`src/rtl/simple_cpu_sequencer_if.sv`:
```
// ----------------------------------------------------------------------------
// simple_cpu_sequencer_if
//   Bundles the sequencer's ROM bus, run control and architectural status
//   outputs so they can be passed as a single port.
//   master : the sequencer (drives rom_addr and the status outputs,
//            receives run and rom_data)
//   slave  : the surrounding system / ROM (drives run and rom_data)
//   Signals
//     run         1 = allow the next fetch, 0 = stall in FETCH
//     rom_addr    ROM address (copy of pc)
//     rom_data    instruction byte returned combinationally by the ROM
//     acc         accumulator
//     pc          program counter
//     carry       carry-out of the last ADD
//     state       00 FETCH, 01 DECODE, 10 EXECUTE
//     instr_done  high during the EXECUTE cycle
// ----------------------------------------------------------------------------
interface simple_cpu_sequencer_if #(
   parameter int DATA_WIDTH = 8,
   parameter int ADDR_WIDTH = 6
);
   logic                  run;
   logic [ADDR_WIDTH-1:0] rom_addr;
   logic [DATA_WIDTH-1:0] rom_data;
   logic [DATA_WIDTH-1:0] acc;
   logic [ADDR_WIDTH-1:0] pc;
   logic                  carry;
   logic [1:0]            state;
   logic                  instr_done;

   modport master (
      input  run,
      input  rom_data,
      output rom_addr,
      output acc,
      output pc,
      output carry,
      output state,
      output instr_done
   );

   modport slave (
      output run,
      output rom_data,
      input  rom_addr,
      input  acc,
      input  pc,
      input  carry,
      input  state,
      input  instr_done
   );
endinterface

```
`src/rtl/simple_cpu_sequencer.sv`:
```
// ----------------------------------------------------------------------------
// simple_cpu_sequencer
//   Fetch/decode/execute controller for the Simple CPU. Addresses the
//   asynchronous instruction ROM with the program counter, captures the
//   returned byte into the instruction register during FETCH, and executes
//   it against the accumulator during EXECUTE. Each instruction takes three
//   cycles (FETCH, DECODE, EXECUTE) while run is held high.
//   Ports
//     clk    single clock, rising edge
//     reset  synchronous, active-high; overrides everything
//     bus    simple_cpu_sequencer_if.master (run, ROM bus, status outputs)
//   Instruction format: opcode = ir[DATA_WIDTH-1 -: 2], operand = low
//   ADDR_WIDTH bits. ADDR_WIDTH must equal DATA_WIDTH-2.
//     00 ADD  {carry,acc} <= acc + operand
//     01 LDI  acc <= operand, carry <= 0
//     10 JMP  pc <= operand
//     11 JZ   pc <= operand when acc == 0
// ----------------------------------------------------------------------------
module simple_cpu_sequencer #(
   parameter int DATA_WIDTH = 8,
   parameter int ADDR_WIDTH = 6
) (
   input  logic                     clk,
   input  logic                     reset,
   simple_cpu_sequencer_if.master   bus
);

   typedef enum logic [1:0] {
      ST_FETCH   = 2'b00,
      ST_DECODE  = 2'b01,
      ST_EXECUTE = 2'b10,
      ST_ILLEGAL = 2'b11
   } state_t;

   localparam logic [1:0] OP_ADD = 2'b00;
   localparam logic [1:0] OP_LDI = 2'b01;
   localparam logic [1:0] OP_JMP = 2'b10;
   localparam logic [1:0] OP_JZ  = 2'b11;

   state_t                state_reg;
   logic [ADDR_WIDTH-1:0] pc_reg;
   logic [DATA_WIDTH-1:0] ir_reg;
   logic [DATA_WIDTH-1:0] acc_reg;
   logic                  carry_reg;

   logic [1:0]            opcode;
   logic [ADDR_WIDTH-1:0] operand;
   logic [DATA_WIDTH-1:0] operand_ext;
   logic [DATA_WIDTH:0]   add_sum;

   assign opcode      = ir_reg[DATA_WIDTH-1 -: 2];
   assign operand     = ir_reg[ADDR_WIDTH-1:0];
   assign operand_ext = {{(DATA_WIDTH-ADDR_WIDTH){1'b0}}, operand};
   // One extra bit so the carry-out falls out of the addition directly.
   assign add_sum     = {1'b0, acc_reg} + {1'b0, operand_ext};

   always_ff @(posedge clk) begin
      if (reset) begin
         state_reg <= ST_FETCH;
         pc_reg    <= '0;
         ir_reg    <= '0;
         acc_reg   <= '0;
         carry_reg <= 1'b0;
      end else begin
         case (state_reg)
            ST_FETCH: begin
               // Stalling only happens here, so an instruction that has
               // been fetched always runs to completion.
               if (bus.run) begin
                  ir_reg    <= bus.rom_data;
                  pc_reg    <= pc_reg + 1'b1;
                  state_reg <= ST_DECODE;
               end
            end
            ST_DECODE: begin
               state_reg <= ST_EXECUTE;
            end
            ST_EXECUTE: begin
               state_reg <= ST_FETCH;
               case (opcode)
                  OP_ADD: begin
                     acc_reg   <= add_sum[DATA_WIDTH-1:0];
                     carry_reg <= add_sum[DATA_WIDTH];
                  end
                  OP_LDI: begin
                     acc_reg   <= operand_ext;
                     carry_reg <= 1'b0;
                  end
                  OP_JMP: begin
                     pc_reg <= operand;
                  end
                  OP_JZ: begin
                     if (acc_reg == '0) begin
                        pc_reg <= operand;
                     end
                  end
                  default: begin
                  end
               endcase
            end
            default: begin
               // Unreachable encoding: recover to FETCH without touching
               // architectural state.
               state_reg <= ST_FETCH;
            end
         endcase
      end
   end

   assign bus.rom_addr   = pc_reg;
   assign bus.pc         = pc_reg;
   assign bus.acc        = acc_reg;
   assign bus.carry      = carry_reg;
   assign bus.state      = state_reg;
   assign bus.instr_done = (state_reg == ST_EXECUTE);

endmodule

```
`src/flat_wrapper.sv`:
```
// flat-port wrapper written by rule: the top's interface ports become plain ports
module simple_cpu_sequencer_flat 
#(
   parameter int DATA_WIDTH = 8,
   parameter int ADDR_WIDTH = 6
)
  (clk, reset, bus_run, bus_rom_data, bus_rom_addr, bus_acc, bus_pc, bus_carry, bus_state, bus_instr_done);
  simple_cpu_sequencer_if #(.DATA_WIDTH(DATA_WIDTH), .ADDR_WIDTH(ADDR_WIDTH)) bus_i ();
  input  logic clk;
  input  logic reset;
  input wire logic [$bits(bus_i.run)-1:0] bus_run;
  input wire logic [$bits(bus_i.rom_data)-1:0] bus_rom_data;
  output wire logic [$bits(bus_i.rom_addr)-1:0] bus_rom_addr;
  output wire logic [$bits(bus_i.acc)-1:0] bus_acc;
  output wire logic [$bits(bus_i.pc)-1:0] bus_pc;
  output wire logic [$bits(bus_i.carry)-1:0] bus_carry;
  output wire logic [$bits(bus_i.state)-1:0] bus_state;
  output wire logic [$bits(bus_i.instr_done)-1:0] bus_instr_done;
  assign bus_i.run = bus_run;
  assign bus_i.rom_data = bus_rom_data;
  assign bus_rom_addr = bus_i.rom_addr;
  assign bus_acc = bus_i.acc;
  assign bus_pc = bus_i.pc;
  assign bus_carry = bus_i.carry;
  assign bus_state = bus_i.state;
  assign bus_instr_done = bus_i.instr_done;
  simple_cpu_sequencer #(.DATA_WIDTH(DATA_WIDTH), .ADDR_WIDTH(ADDR_WIDTH)) u_core (.clk(clk), .reset(reset), .bus(bus_i));
endmodule
```
`config.mk`:
```
export PLATFORM = sky130hd
export DESIGN_NAME = simple_cpu_sequencer_flat
export DESIGN_NICKNAME = d
export VERILOG_FILES = /design/src/rtl/simple_cpu_sequencer_if.sv /design/src/rtl/simple_cpu_sequencer.sv /design/src/flat_wrapper.sv
export SDC_FILE = /design/constraint.sdc
export NUM_CORES = 1
export LEC_CHECK = 0
export ABC_AREA = 0
export CAP_MARGIN = 20
export CORE_MARGIN = 1.5
export CORE_UTILIZATION = 25
export CTS_CLUSTER_DIAMETER = 200
export DETAILED_ROUTE_END_ITERATION = 6
export PLACE_DENSITY = 0.43
export REMOVE_ABC_BUFFERS = 1
export SLEW_MARGIN = 20
export SYNTH_ARGS = -nofsm -noshare
export SYNTH_HDL_FRONTEND = slang
export SYNTH_SLANG_ARGS = --single-unit
```
`constraint.sdc`:
```
create_clock -name clk -period 2.6 [get_ports clk]
set_clock_uncertainty 0.05 [all_clocks]
set_input_delay 0.52 -clock clk [delete_from_list [all_inputs] [get_ports clk]]
set_output_delay 0.52 -clock clk [all_outputs]
set_load 0.01 [all_outputs]
```
* After elaboration in Yosys (flattened, before gate mapping)
Index checks and enable logic that the tools add are counted.
Word-level totals: flip-flop bits (word level) 25, output and inout bits 24, logic and storage cells 31
Cells by class: add/subtract/negate cells 2, equal/unequal tests 8, multiplexer cells 8, reduce and logical (&&, ||, !) cells 8
Operator list (number):
- $pmux 6 s2 | 2
- $pmux 8 s2 | 1
- $mux 6 | 2
- $add 8x6->9 | 1
- $logic_not 8->1 | 1
- $add 6x1->6 const B | 1
- $eq 2x2->1 const B | 3
- $eq 2x1->1 const B | 2
- $logic_not 2->1 | 2
- $pmux 2 s2 | 1
- $reduce_and 2->1 | 2
- $reduce_and 4->1 | 1
- $reduce_bool 2->1 | 2
- $ne 3x1->1 const B | 1
- $ne 3x2->1 const B | 1
- $mux 2 | 1
- $ne 2x2->1 const B | 1
- $pmux 1 s2 | 1

* Depth between registers and ports, before layout
depth after elaboration 4, gate-level depth with buffers 8, mapped depth without buffers 8

* Least setup slack after synthesis
Ideal clock, no wire load.
path kind reg2reg, start reg u_core.acc_reg[0], in the netlist u_core.bus.acc[0], end reg u_core.acc_reg[6], in the netlist u_core.bus.acc[6], arrival 1.798 ns, slack 0.666 ns, cell stages (with the launch flop) 9, buffers on the path 0, clock period less this slack 1.934 ns, cells stage by stage dfxtp_1 > ha_1 > inv_1 > fa_1 > nor2b_1 > o31a_1 > o221ai_1 > xor2_1 > a211oi_1
On the way: word-level cells in the longest chain between the ends 2
RTL lines:
- start: declaration | RTL line simple_cpu_sequencer.sv:43 | logic [DATA_WIDTH-1:0] acc_reg;
- start signal: assignment | RTL line simple_cpu_sequencer.sv:82 | acc_reg <= add_sum[DATA_WIDTH-1:0];
- start signal: assignment | RTL line simple_cpu_sequencer.sv:86 | acc_reg <= operand_ext;
- $add 8x6->9 | RTL line simple_cpu_sequencer.sv:55 | assign add_sum = {1'b0, acc_reg} + {1'b0, operand_ext};
- $pmux 8 s2 | RTL line simple_cpu_sequencer.sv:80 | case (opcode)
Every way passes these cells. A chain may end at the register's enable or synchronous reset.

* Worst setup path after layout
start reg u_core.state_reg[1], in the netlist u_core.bus.state[1], end out bus_instr_done
On the way: word-level cells in the longest chain between the ends 1
RTL lines:
- start: declaration | RTL line simple_cpu_sequencer.sv:40 | state_t state_reg;
- start signal: assignment | RTL line simple_cpu_sequencer.sv:59 | state_reg <= ST_FETCH;
- start signal: assignment | RTL line simple_cpu_sequencer.sv:72 | state_reg <= ST_DECODE;
- start signal: assignment | RTL line simple_cpu_sequencer.sv:76 | state_reg <= ST_EXECUTE;
- $eq 2x2->1 | RTL line simple_cpu_sequencer.sv:115 | assign bus.instr_done = (state_reg == ST_EXECUTE);
- end: declaration | RTL line flat_wrapper.sv:18 | output wire logic [$bits(bus_i.instr_done)-1:0] bus_instr_done;
Every way passes these cells.

==> results.ini <==
[run_status]
outcome=finished clean

[global_route]
grt_overflow=0
antenna_found_initial=0
grt_use_total=0.122
grt_pass1_wl_mm=6.12
grt_pass1_vias=1271
grt_max_degree=23

[synth]
synthArstFlopShare=0
synth.largest_area_cell=dfxtp_1
ys.flop_type=dfxtp_1
ys_top_cells_by_area=dfxtp_1 34%, mux2i_1 8.2%, ha_1 6.0%
yosys_register_bits=25
yosysUniqueCellTypes=42
yosys_warnings=0
synth_commonest_cells=25 x dfxtp_1, 18 x nor2_1, 14 x o21ai_0
syn_avg_cell_area_um2=8.65
synth_area_mm2=0.00146
yosysMostFrequentCell=dfxtp_1
yosysSeqAreaShare=0.342
synth_top_area_share=0.342
synth_edf_count=0
syn-instance-count=169

[finish]
regArea_um2=500
insertedDiodeCount=0
finish.instance_area_mm2=0.00189
fin_nets=218
drive_above_1_share=0.0707
multi_input_area_um2=855
fill_cells=564
area_growth_pct=29.2

[setup_path]
r2r-start=u_core.ir_reg[0]
crit_type=reg2out
ff2ff_path_depth=8
r2r_slack_ns=0.46
crit_fanout=22
cp.required_ns=2.03
cp-start-kind=register
worst_r2r_endpoint=u_core.bus.acc[6]
cp-end-kind=primary output
arrival_ns=1.77

[cts]
postCtsSetupBuffers=0
cts_buffer_depth=2
tritoncts=done
cts.htree.levels=1
post_cts_resized=0
cts-hold-fix-buffers=0
cts.clk_slew.worst_paths_ns=0.09
clock_latency_ns=0.27
clockRootBuffer=clkbuf_8
cts_buffers=3
cts.sinks=25

[sta]
finalCriticalPeriod_ns=2.34
timing.fmax_mhz=428
timing.slew.headroom=0.693
holdWs_ns=0.421
tightestPinTransition_ns=0.460
hold_violations=0
setup_violations=0
period_share=0.899
rsz0062_at_grt=no
drv_slew=0
tns_ns=0

[min_path]
hp-start=u_core.bus.carry
hold_depth=2
hold_path_end=u_core.bus.carry
hold_path.class=reg2reg

[detailed_routing]
avgRoutedWirePerCell_um=13.4
viasPerCell=4.86
drtIter0Drc=103
num_vias=1311
wl_mm=3.61
remaining_drc_errors=0
ant_nets=0
dr.pass1.iters=4

[floorplan]
boundaryPins=35
die_area_mm2=0.00631
die_y_um=79.5
fp.coreArea_mm2=0.00557
start_util=0.262
die_w_um=79.5
rows=27

[power_and_ir_drop]
peakVddDrop_uv=172
leakage_nw=0.702
power_density_mw_per_mm2=435

[place]
placed_area_mm2=0.00184
io_buffer_count=34
hpwlAfterDp_mm=2.81
gp_congestion=0.783

[flow_run]
max-cap-violations=0

worst max-delay path: stages, from the launching register on:
cell	delay [ns]
dfxtp_1	0.40
and2b_2	0.47
clkdlybuf4s50_1	0.63
metal layers:
| layer | share of wire | routed length, µm | global-route usage | up-vias |
|---|---|---|---|---|
| met4 | 0.0039 | 14 | 0.0316 | 0 |
| met1 | 0.51 | 1830 | 0.166 | 613 |
| met2 | 0.45 | 1630 | 0.201 | 32 |
| met5 | 0 | 0 | 0 | - |
| met3 | 0.037 | 134 | 0.0183 | 2 |
| li1 | - | - | - | 664 |
cell usage in the layout, fill, tap and decap left out, drive strengths merged, types with 2 or more instances in the layout:
cell	synthesis	routed
nor2b	3	3
nor3b	2	2
a21oi	12	12
buf	12	5
mux2i	12	12
o21ai	15	15
o21a	2	2
inv	5	5
a211oi	6	6
and2b	2	2
o31ai	2	2
nor4b	2	2
nor4	2	2
o211ai	2	2
ha	7	7
dfxtp	25	25
clkdlybuf4s50	0	34
nand2b	2	2
nor2	18	18
clkbuf	2	3
a31oi	2	2
nor3	5	5
nand3	3	3
o221ai	2	2
nand2	10	10
or2	2	2
layout make-up:
class / count / share of cell area
clock buffer: 3 / 0.0219
clock inverter: 1 / 0.00265
inverter: 5 / 0.00994
multi-input combinational: 125 / 0.453
sequential: 25 / 0.265
tap: 72 / 0.0477
timing repair buffer: 39 / 0.200
kinds of logic (layout without fill, tap and decap cells):
family,count (synthesis),in the layout,share of synthesized area
muxes,12,12,0.0822
DFF,25,25,0.342
xor gates and xnor gates,2,2,0.0120
AOI/OAI and AO/OA,50,50,0.237
adders and majority gates,8,8,0.0736
buffers and inverters,19,48,0.0728
and+or+nand+nor,53,53,0.180
metrics by stage:
step	cells	utilization	setup slack (ns)	power, mW
finish	270	0.339	0.263	0.821
global route	270	0.339	0.164	0.876
CTS	270	0.339	0.231	0.840
detailed placement	266	0.330	0.355	0.595
global placement	266	0.330	0.382	0.594
floorplan	155	-	0.560	0.517
power by group:
| part | switching, mW | leakage (nW) | internal, mW |
|---|---|---|---|
| logic | 0.0798 | 0.473 | 0.0840 |
| registers | 0.0208 | 0.204 | 0.400 |
| clock network | 0.130 | 0.0255 | 0.107 |
| total | 0.230 | 0.702 | 0.591 |
how the worst max path moves through the flow:
stage | from | endpoint | slack (ns)
2_1_floorplan | u_core.bus.state[1] | u_core.bus.acc[7] | 0.56
3_3_place_gp | bus_run | u_core.bus.pc[2] | 0.38
3_5_place_dp | bus_run | u_core.bus.pc[2] | 0.35
4_1_cts | u_core.bus.state[1] | bus_instr_done | 0.23
5_1_grt | u_core.bus.state[1] | bus_instr_done | 0.16
6_report | u_core.bus.state[1] | bus_instr_done | 0.26
Power figures use the tool's default switching activity.
